**config.mk**
```make
export PLATFORM = sky130hd
export DESIGN_NAME = sram_axi_rd_arb
export DESIGN_NICKNAME = d
export VERILOG_FILES = /design/src/rtl/sram_arb_pkg.sv /design/src/rtl/sync_fifo.sv /design/src/rtl/sram_axi_rd_arb.sv
export SDC_FILE = /design/constraint.sdc
export NUM_CORES = 1
export LEC_CHECK = 0
export ABC_AREA = 1
export CORE_MARGIN = 5
export CORE_UTILIZATION = 40
export CTS_BUF_LIST = sky130_fd_sc_hd__clkbuf_8
export DETAILED_ROUTE_END_ITERATION = 10
export PLACE_DENSITY = 0.81
export SLEW_MARGIN = 20
export SYNTH_ARGS = -nofsm -noshare
export SYNTH_HDL_FRONTEND = slang
export SYNTH_SLANG_ARGS = --single-unit
```
**constraint.sdc**
```tcl
create_clock -name clk -period 3.9 [get_ports clk]
set_clock_uncertainty 0.15 [all_clocks]
set_input_delay 0.39 -clock clk [delete_from_list [all_inputs] [get_ports clk]]
set_output_delay 0.39 -clock clk [all_outputs]
set_load 0.02 [all_outputs]
```
**src/rtl/sram_arb_pkg.sv**
```systemverilog
// Shared types for the SRAM AXI read arbiter.
// - ar_state_e : AR channel FSM state (StIdle = no address held, StAddr = address presented)
// - req_id_t   : requester id stored in the ordering FIFO (ID_M0 = display, ID_M1 = secondary)
package sram_arb_pkg;

  typedef enum logic {
    StIdle = 1'b0,
    StAddr = 1'b1
  } ar_state_e;

  localparam int unsigned ID_WIDTH = 1;

  typedef logic [ID_WIDTH-1:0] req_id_t;

  localparam req_id_t ID_M0 = 1'b0;
  localparam req_id_t ID_M1 = 1'b1;

endpackage

```
**src/rtl/sync_fifo.sv**
```systemverilog
// Single-clock FIFO with show-ahead read data (o_rd_data is the current head).
// Ports:
//   clk, rst_n            : clock, asynchronous active-low reset (empties the FIFO)
//   i_wr_en / i_wr_data   : push, ignored when full
//   i_rd_en               : pop, ignored when empty
//   o_rd_data             : head entry, valid when !o_empty
//   o_full / o_empty      : status
module sync_fifo #(
  parameter int unsigned DATA_WIDTH = 8,
  parameter int unsigned ADDR_SIZE  = 2
) (
  input  logic                  clk,
  input  logic                  rst_n,
  input  logic                  i_wr_en,
  input  logic [DATA_WIDTH-1:0] i_wr_data,
  input  logic                  i_rd_en,
  output logic [DATA_WIDTH-1:0] o_rd_data,
  output logic                  o_full,
  output logic                  o_empty
);

  localparam int unsigned DEPTH = 2 ** ADDR_SIZE;

  logic [DATA_WIDTH-1:0] r_mem [DEPTH];
  // One extra pointer bit distinguishes full from empty.
  logic [ADDR_SIZE:0]    r_wr_ptr;
  logic [ADDR_SIZE:0]    r_rd_ptr;
  logic                  w_wr;
  logic                  w_rd;

  assign o_empty = (r_wr_ptr == r_rd_ptr);
  assign o_full  = (r_wr_ptr[ADDR_SIZE] != r_rd_ptr[ADDR_SIZE]) &&
                   (r_wr_ptr[ADDR_SIZE-1:0] == r_rd_ptr[ADDR_SIZE-1:0]);
  assign w_wr    = i_wr_en & ~o_full;
  assign w_rd    = i_rd_en & ~o_empty;

  always_ff @(posedge clk or negedge rst_n) begin
    if (!rst_n) begin
      r_wr_ptr <= '0;
      r_rd_ptr <= '0;
    end else begin
      if (w_wr) r_wr_ptr <= r_wr_ptr + 1'b1;
      if (w_rd) r_rd_ptr <= r_rd_ptr + 1'b1;
    end
  end

  always_ff @(posedge clk) begin
    if (w_wr) r_mem[r_wr_ptr[ADDR_SIZE-1:0]] <= i_wr_data;
  end

  assign o_rd_data = r_mem[r_rd_ptr[ADDR_SIZE-1:0]];

endmodule

```
**src/rtl/sram_axi_rd_arb.sv**
```systemverilog
// Two-requester AXI read arbiter in front of a single SRAM AXI read port.
// m0 (display stream) has priority; m1 is forced through after STARVE_LIMIT consecutive m0
// grants while it waits. Granted requester ids are queued so R beats are routed back in
// grant order.
// Ports:
//   clk, rst_n                    : clock, asynchronous active-low reset
//   m{0,1}_ar{addr,valid,ready}   : requester AR channels
//   m{0,1}_r{data,resp,valid,ready}: requester R channels (data/resp broadcast)
//   sram_axi_ar*                  : shared SRAM AR channel
//   sram_axi_r*                   : shared SRAM R channel
module sram_axi_rd_arb
  import sram_arb_pkg::*;
#(
  parameter int unsigned AXI_ADDR_WIDTH  = 20,
  parameter int unsigned AXI_DATA_WIDTH  = 16,
  parameter int unsigned MAX_OUTSTANDING = 4,
  parameter int unsigned STARVE_LIMIT    = 8
) (
  input  logic                      clk,
  input  logic                      rst_n,
  input  logic [AXI_ADDR_WIDTH-1:0] m0_araddr,
  input  logic                      m0_arvalid,
  output logic                      m0_arready,
  output logic [AXI_DATA_WIDTH-1:0] m0_rdata,
  output logic [1:0]                m0_rresp,
  output logic                      m0_rvalid,
  input  logic                      m0_rready,
  input  logic [AXI_ADDR_WIDTH-1:0] m1_araddr,
  input  logic                      m1_arvalid,
  output logic                      m1_arready,
  output logic [AXI_DATA_WIDTH-1:0] m1_rdata,
  output logic [1:0]                m1_rresp,
  output logic                      m1_rvalid,
  input  logic                      m1_rready,
  output logic [AXI_ADDR_WIDTH-1:0] sram_axi_araddr,
  output logic                      sram_axi_arvalid,
  input  logic                      sram_axi_arready,
  input  logic [AXI_DATA_WIDTH-1:0] sram_axi_rdata,
  input  logic [1:0]                sram_axi_rresp,
  input  logic                      sram_axi_rvalid,
  output logic                      sram_axi_rready
);

  localparam int unsigned PTR_W    = $clog2(MAX_OUTSTANDING);
  localparam int unsigned CNT_W    = PTR_W + 1;
  localparam int unsigned STARVE_W = $clog2(STARVE_LIMIT + 1);

  ar_state_e                 r_state;
  ar_state_e                 w_state_d;
  logic [CNT_W-1:0]          r_outstanding;
  logic [STARVE_W-1:0]       r_starve_cnt;
  logic [AXI_ADDR_WIDTH-1:0] r_araddr;

  logic    w_fifo_full;
  logic    w_fifo_empty;
  req_id_t w_head_id;
  req_id_t w_grant_id;
  logic    w_head_is_m1;
  logic    w_pick_m1;
  logic    w_grant_m0;
  logic    w_grant_m1;
  logic    w_grant;
  logic    w_r_pop;

  // m1 wins only when m0 is idle or m1 has waited through STARVE_LIMIT m0 grants.
  assign w_pick_m1 = m1_arvalid &&
                     (!m0_arvalid || (r_starve_cnt == STARVE_W'(STARVE_LIMIT)));

  always_comb begin
    w_state_d  = r_state;
    w_grant_m0 = 1'b0;
    w_grant_m1 = 1'b0;
    unique case (r_state)
      StIdle: begin
        // rst_n gating keeps arready low while reset is held, even with arvalid high.
        if (rst_n && (r_outstanding < CNT_W'(MAX_OUTSTANDING)) && !w_fifo_full) begin
          if (w_pick_m1) begin
            w_grant_m1 = 1'b1;
          end else if (m0_arvalid) begin
            w_grant_m0 = 1'b1;
          end
        end
        if (w_grant_m0 || w_grant_m1) w_state_d = StAddr;
      end
      StAddr: begin
        if (sram_axi_arready) w_state_d = StIdle;
      end
    endcase
  end

  assign w_grant    = w_grant_m0 | w_grant_m1;
  assign w_grant_id = w_grant_m1 ? ID_M1 : ID_M0;

  always_ff @(posedge clk or negedge rst_n) begin
    if (!rst_n) begin
      r_state       <= StIdle;
      r_araddr      <= '0;
      r_outstanding <= '0;
      r_starve_cnt  <= '0;
    end else begin
      r_state <= w_state_d;
      if (w_grant) r_araddr <= w_grant_m1 ? m1_araddr : m0_araddr;
      if (w_grant && !w_r_pop) begin
        r_outstanding <= r_outstanding + 1'b1;
      end else if (!w_grant && w_r_pop) begin
        r_outstanding <= r_outstanding - 1'b1;
      end
      if (w_grant_m1 || !m1_arvalid) begin
        r_starve_cnt <= '0;
      end else if (w_grant_m0 && (r_starve_cnt != STARVE_W'(STARVE_LIMIT))) begin
        r_starve_cnt <= r_starve_cnt + 1'b1;
      end
    end
  end

  sync_fifo #(
    .DATA_WIDTH (ID_WIDTH),
    .ADDR_SIZE  (PTR_W)
  ) u_order_fifo (
    .clk       (clk),
    .rst_n     (rst_n),
    .i_wr_en   (w_grant),
    .i_wr_data (w_grant_id),
    .i_rd_en   (w_r_pop),
    .o_rd_data (w_head_id),
    .o_full    (w_fifo_full),
    .o_empty   (w_fifo_empty)
  );

  assign m0_arready       = w_grant_m0;
  assign m1_arready       = w_grant_m1;
  assign sram_axi_arvalid = (r_state == StAddr);
  assign sram_axi_araddr  = r_araddr;

  // Empty FIFO blocks rready so stray or post-reset responses are never consumed.
  assign w_head_is_m1    = (w_head_id == ID_M1);
  assign sram_axi_rready = ~w_fifo_empty & (w_head_is_m1 ? m1_rready : m0_rready);
  assign m0_rvalid       = sram_axi_rvalid & ~w_fifo_empty & ~w_head_is_m1;
  assign m1_rvalid       = sram_axi_rvalid & ~w_fifo_empty & w_head_is_m1;
  assign w_r_pop         = sram_axi_rvalid & sram_axi_rready;

  assign m0_rdata = sram_axi_rdata;
  assign m1_rdata = sram_axi_rdata;
  assign m0_rresp = sram_axi_rresp;
  assign m1_rresp = sram_axi_rresp;

endmodule

```
==> impl_metrics.json <==
{
  "syn_to_final_growth_pct": 24.5,
  "end_kind": "output port",
  "status": "finished, final reports clean",
  "drive_above_1_share": 0.0585,
  "grt_max_degree": 35,
  "synth_cells": 335,
  "cts_setup_buffers": 0,
  "cts_tree": "done",
  "port_buffers": 73,
  "hold_buffers": 1,
  "finalPower_w": 0.00188,
  "ys_warn_count": 0,
  "tns_ns": 0,
  "p_sw_w": 0.000780,
  "critPathKind": "reg -> out",
  "cts_root_buf": "clkbuf_8",
  "clock_latency_ns": 0.29,
  "core_um2": 5990,
  "min_period_over_period": 0.724,
  "p_leak_nw": 1.63,
  "peakVddDrop_uv": 309,
  "antenna_left": 0,
  "clock-sinks": 38,
  "synth_area_leaders": "dfrtp_1 (34%), nand2_1 (17%), buf_4 (11%)",
  "crit_path_start_kind": "register",
  "fp-row-count": 28,
  "rsz0062_at_grt": "no",
  "fin_ws_ns": 1.08,
  "pwr-share-clk": 0.132,
  "worst_pin_slew_ns": 0.919,
  "maxCapViolations": 0,
  "finalHoldViolCount": 0,
  "synth_cell_type_count": 25,
  "clk_pin_slew_ns": 0.07,
  "ys_seq_area_frac": 0.391,
  "gr-usage-all-layers": 0.147,
  "cts_buffers": 5,
  "syn-cell-area_um2": 2480,
  "arrival_ns": 2.28,
  "n_antenna_cell": 0,
  "fin_area_um2": 3090,
  "via_per_inst": 4.46,
  "die_height_um": 88.8,
  "finalSetupViolations": 0,
  "gp_congestion": 0.782,
  "required_ns": 3.36,
  "cts_resized": 0,
  "place_ws_ns": 1.24,
  "finalMaxSlewViolations": 0,
  "antenna_found_initial": 0,
  "grt_pass1_vias": 2003,
  "final_util": 0.516,
  "worstReg2RegStart": "u_order_fifo.r_rd_ptr[0]",
  "dieArea_um2": 7880,
  "yosysTopAreaCellShare": 0.343,
  "avgRoutedWirePerCell_um": 12.0,
  "num_vias": 2012,
  "timing.fmax_mhz": 354,
  "max_slew_margin": 0.386,
  "seqPwrFrac": 0.354,
  "htreeDepth": 2,
  "cellPowerDensity_nw_per_um2": 609,
  "ctsLongestPathBuffers": 2,
  "startpoint": "r_starve_cnt[0]",
  "syn-num-nets": 410,
  "finalWirelength_um": 5420,
  "drt_iter0_drc": 91,
  "grt.overflow.total": 0,
  "min_path_type": "reg -> reg",
  "comb_power_share": 0.514,
  "crit_path_max_fanout": 4,
  "first_pass_iters": 4,
  "drc": 0,
  "p_int_w": 0.00110,
  "initial_core_util": 0.415,
  "min-delay-start": "r_outstanding[2]",
  "pin_count": 128,
  "synth-seq-cells": 38,
  "synth_area_per_cell_um2": 7.41,
  "dieWidth_um": 88.8,
  "dp_hpwl_um": 4170,
  "finalNetCount": 450,
  "switching_share": 0.414,
  "min_period_ns": 2.82,
  "synth_area_leader_cell": "dfrtp_1",
  "dpl_cell_area_um2": 3000,
  "grt_pass1_wl_um": 8920
}
-- cell type report --
cell class	instances	area [um2]
tap	75	93.8
timing repair buffer	77	758
clock buffer	5	68.8
multi-input combinational	190	951
fill	592	2900
sequential	38	971
inverter	63	236
clock inverter	3	12.5
-- path summary, 6_finish.rpt --
check / to / cells after the start / slack (ns)
max: m1_arready / 7 / 1.08
min: r_outstanding[2] / 1 / 0.32
max reg2reg: r_outstanding[2] / 11 / 1.32
min reg2reg: r_outstanding[2] / 1 / 0.32
max in group asynchronous: u_order_fifo.r_wr_ptr[2] / 3 / 2.77
min in group asynchronous: r_outstanding[2] / 3 / 0.52
-- synthesized netlist by cell type --
cell	number
a21boi_0	1
o21ai_0	5
nand4_1	3
fa_1	1
buf_4	38
a21oi_4	1
nor3_1	1
nand2_2	1
clkbuf_1	2
nand3_2	2
nand2_1	112
nor2_1	5
ha_1	8
inv_2	2
mux2_2	1
nor2_2	5
buf_2	2
xnor2_1	4
buf_6	2
edfxtp_1	4
xor2_1	4
nand3_1	33
inv_1	61
dfrtp_1	34
a21oi_1	3
-- metal layers --
layer  global-route usage  share of wire
met3               0.0559          0.079
met5                    0              0
met4               0.0426          0.011
met1                0.173           0.42
met2                0.248           0.49
-- registers in the layout, summed over array words and instances, names as in the netlist --
name,count
u_order_fifo.r_mem,4
sram_axi_araddr,20
u_order_fifo.r_wr_ptr,3
r_outstanding,3
sram_axi_arvalid,1
r_starve_cnt,4
u_order_fifo.r_rd_ptr,3
-- layout by cell type, fill, tap and decap left out, drive strengths merged --
master,instances
nand2,113
clkdlybuf4s50,72
inv,64
nand3,35
dfrtp,34
nor2,10
ha,8
o21ai,5
clkbuf,5
xnor2,4
xor2,4
edfxtp,4
a21oi,4
buf,4
nand4,3
clkinv,2
a21boi,1
nor3,1
mux2,1
fa,1
dlygate4sd3,1
-- cells by family (layout without fill, tap and decap cells) --
group                      after synthesis  after routing  share of synthesized area
muxes                                    1              1                    0.00453
and+or+nand+nor                        162            162                      0.276
AOI/OAI and AO/OA                       10             10                     0.0257
adders and majority gates                9              9                     0.0484
buffers and inverters                  107            148                      0.226
xor gates and xnor gates                 8              8                     0.0282
DFF                                     38             38                      0.391
-- critical path: stages, from the launching register on --
cell and delay, ns:
dfrtp_1 0.42, inv_1 0.10, ha_1 0.16, nand3_2 0.11, a21oi_1 0.19, nand2_1 0.14
nor2_2 0.23, clkdlybuf4s50_1 0.64
-- stage by stage --
step           cells  hold WS (ns)
2_1_floorplan    335       -0.0556
3_3_place_gp     442         0.305
3_5_place_dp     442         0.313
4_1_cts          451         0.333
5_1_grt          451         0.351
6_report         451         0.325
-- power by group through the flow --
| stage | clock, W | combinational (W) | sequential (W) |
|---|---|---|---|
| final | 0.000248 | 0.000968 | 0.000668 |
| after CTS | 0.000258 | 0.000980 | 0.000669 |
| after global placement | 0 | 0.000946 | 0.000667 |
| after floorplan | 0 | 0.000519 | 0.000774 |
| after global routing | 0.000283 | 0.00107 | 0.000690 |
| after detailed placement | 0 | 0.000978 | 0.000670 |
Power figures use the tool's default switching activity.
==> edit, RTL diff (same settings) <==
`AXI_DATA_WIDTH`: 16 -> 12.
--- a/src/rtl/sram_axi_rd_arb.sv
+++ b/src/rtl/sram_axi_rd_arb.sv
@@ -14,3 +14,3 @@
   parameter int unsigned AXI_ADDR_WIDTH  = 20,
-  parameter int unsigned AXI_DATA_WIDTH  = 16,
+  parameter int unsigned AXI_DATA_WIDTH  = 12,
   parameter int unsigned MAX_OUTSTANDING = 4,
Ports: changed (resized m0_rdata, m1_rdata and sram_axi_rdata); port bits go from 128 to 116. The function was not compared with the original's and may differ.
==> edit against the unedited design <==
The flow now finishes with violations (hold timing); power rose by 3.8%; sequential share of layout area fell by 0.25 points; wire length fell by 5.6%; synthesized area fell by 2.4%; synthesized cell count fell by 2.4%; setup slack improved by 0.0076 ns; sequential cell count did not move; final area rose by 0.81%; clock power rose by 36%; critical path type unchanged; largest cell class unchanged.
==> edit: results (changes against the unedited design) <==
Run status
  – Status: finished, violations left
  – Violated checks: hold timing

Detailed routing
  – Met2 wire len: 2360 µm (-10%)
  – DR WL met3: 431 µm (+0.94%)
  – DR pass1 iterations: 5 (+1)
  – Vias per Instance: 4.46 (about the same)
  – DRT iter0 DRCs: 58 (-36%)
  – DR top layer: met4
  – WL/cell: 11.4 µm (-5.4%)
  – Metal-1 WL: 2270 µm (-1.0%)

Worst hold path
  – Hold crit path type: input pin to asynchronous set/reset pin

Clock tree
  – H-tree Lvls: 2 (unchanged)
  – Post-CTS Hold Buffers: 0 (-1)
  – CTS Buf Count: 5 (unchanged)
  – Clock transition at the registers of the reported paths: about 0.080 ns
  – Post-CTS Setup Bufs: 0 (unchanged)
  – CTS root buf: clkbuf_8
  – Clk Latency, worst-skew pair: about 0.28 ns

Layout
  – # clk buffers: 6 (+1)
  – Buffering overhead: 0.240 (-0.00518)
  – # fillers: 580 (-2.0%)
  – Layout cells sized above 1: 0.0613 (+0.00282)
  – Fraction of area in multi-input gates: 0.305 (-0.00247)
  – Non-clk bufs: 76 (-1.3%)
  – Clock buf/inv share: 0.0373 (+0.0110)
  – Post-layout nets: 445 (-1.1%)

Logic synthesis
  – Register area share after synthesis: 0.401 (+0.00969)
  – Yosys warning count: 0 (unchanged)
  – Most common flop cell mapped by yosys: dfrtp_1
  – Most frequent cells after synthesis: 112 x nand2_1, 61 x inv_1, 34 x dfrtp_1
  – Syn nets: 398 (-2.9%)
  – Largest cells by area after synthesis: dfrtp_1 35%, nand2_1 17%, inv_1 9.4%, buf_4 9.3%, nand3_1 6.8%

Setup path
  – Worst r2r dst: r_outstanding[2]
  – Crit path launch: r_starve_cnt[0]
  – R2R cell count: 12 (+1)
  – Worst reg-to-reg setup slack: 1.38 ns (+0.06 ns)
  – Crit-path max FO: 4 (unchanged)

GRT
  – Tot GR Track Use: 0.139 (-0.00760)
  – Vias in the first global route: 1956 (-2.3%)
  – Largest net degree at the start of global routing: 35 (unchanged)
  – First-pass GRT wire length: 8560 µm (-4.1%)
  – Met3 Use GR: 0.0461 (-0.00977)
  – M1 GR Usage: 0.173 (-0.000413)
  – GRT met2 Usage: 0.229 (-0.0189)

Placed design
  – Port bufs: 73 (unchanged)
  – Worst slack at placement: 1.25 ns (+0.0145 ns)
  – HPWL Detailed: 3860 µm (-7.5%)
  – Gpl congestion: 0.780 (-0.26%)

Timing
  – Slew margin rel.: 0.400 (+0.0139)
  – Post-route minimum period: 2.82 ns (-0.00764 ns)
  – WHS: -0.00696 ns (-0.332 ns)
  – Final hold vios: 19 (+19)

Power
  – Worst IR Drop VDD: 0.000340 V (+10%)
  – Leak pwr: 1.64 nW (+0.71%)
edit: kinds of logic after synthesis:
logic type	after synthesis	share of synthesized area
flops	38	0.401
buf+inv	99	0.207
mux	1	0.00465
xor+xnor	8	0.0289
compound gates	10	0.0263
simple gates	162	0.283
fa+ha+maj	9	0.0496
edit: power breakdown:
part,internal (W),switching [W],total [W]
combinational,0.000430,0.000526,0.000956
clock,0.000206,0.000132,0.000338
sequential,0.000553,0.000109,0.000661
edit: critical path, stage by stage, from the launching register on:
cell and delay (ns):
dfrtp_1 0.42, inv_1 0.09, ha_1 0.17, nand3_2 0.11
a21oi_1 0.19, nand2_1 0.14, nor2_2 0.22, clkdlybuf4s50_1 0.64
edit: metrics by stage:
step                cells  cell area (µm²)  hold WS (ns)
finish                450             3120      -0.00696
global route          450             3120        0.0397
CTS                   450             3120       0.00192
detailed placement    442             3000         0.315
global placement      442             3000         0.310
floorplan             327             2420       -0.0556
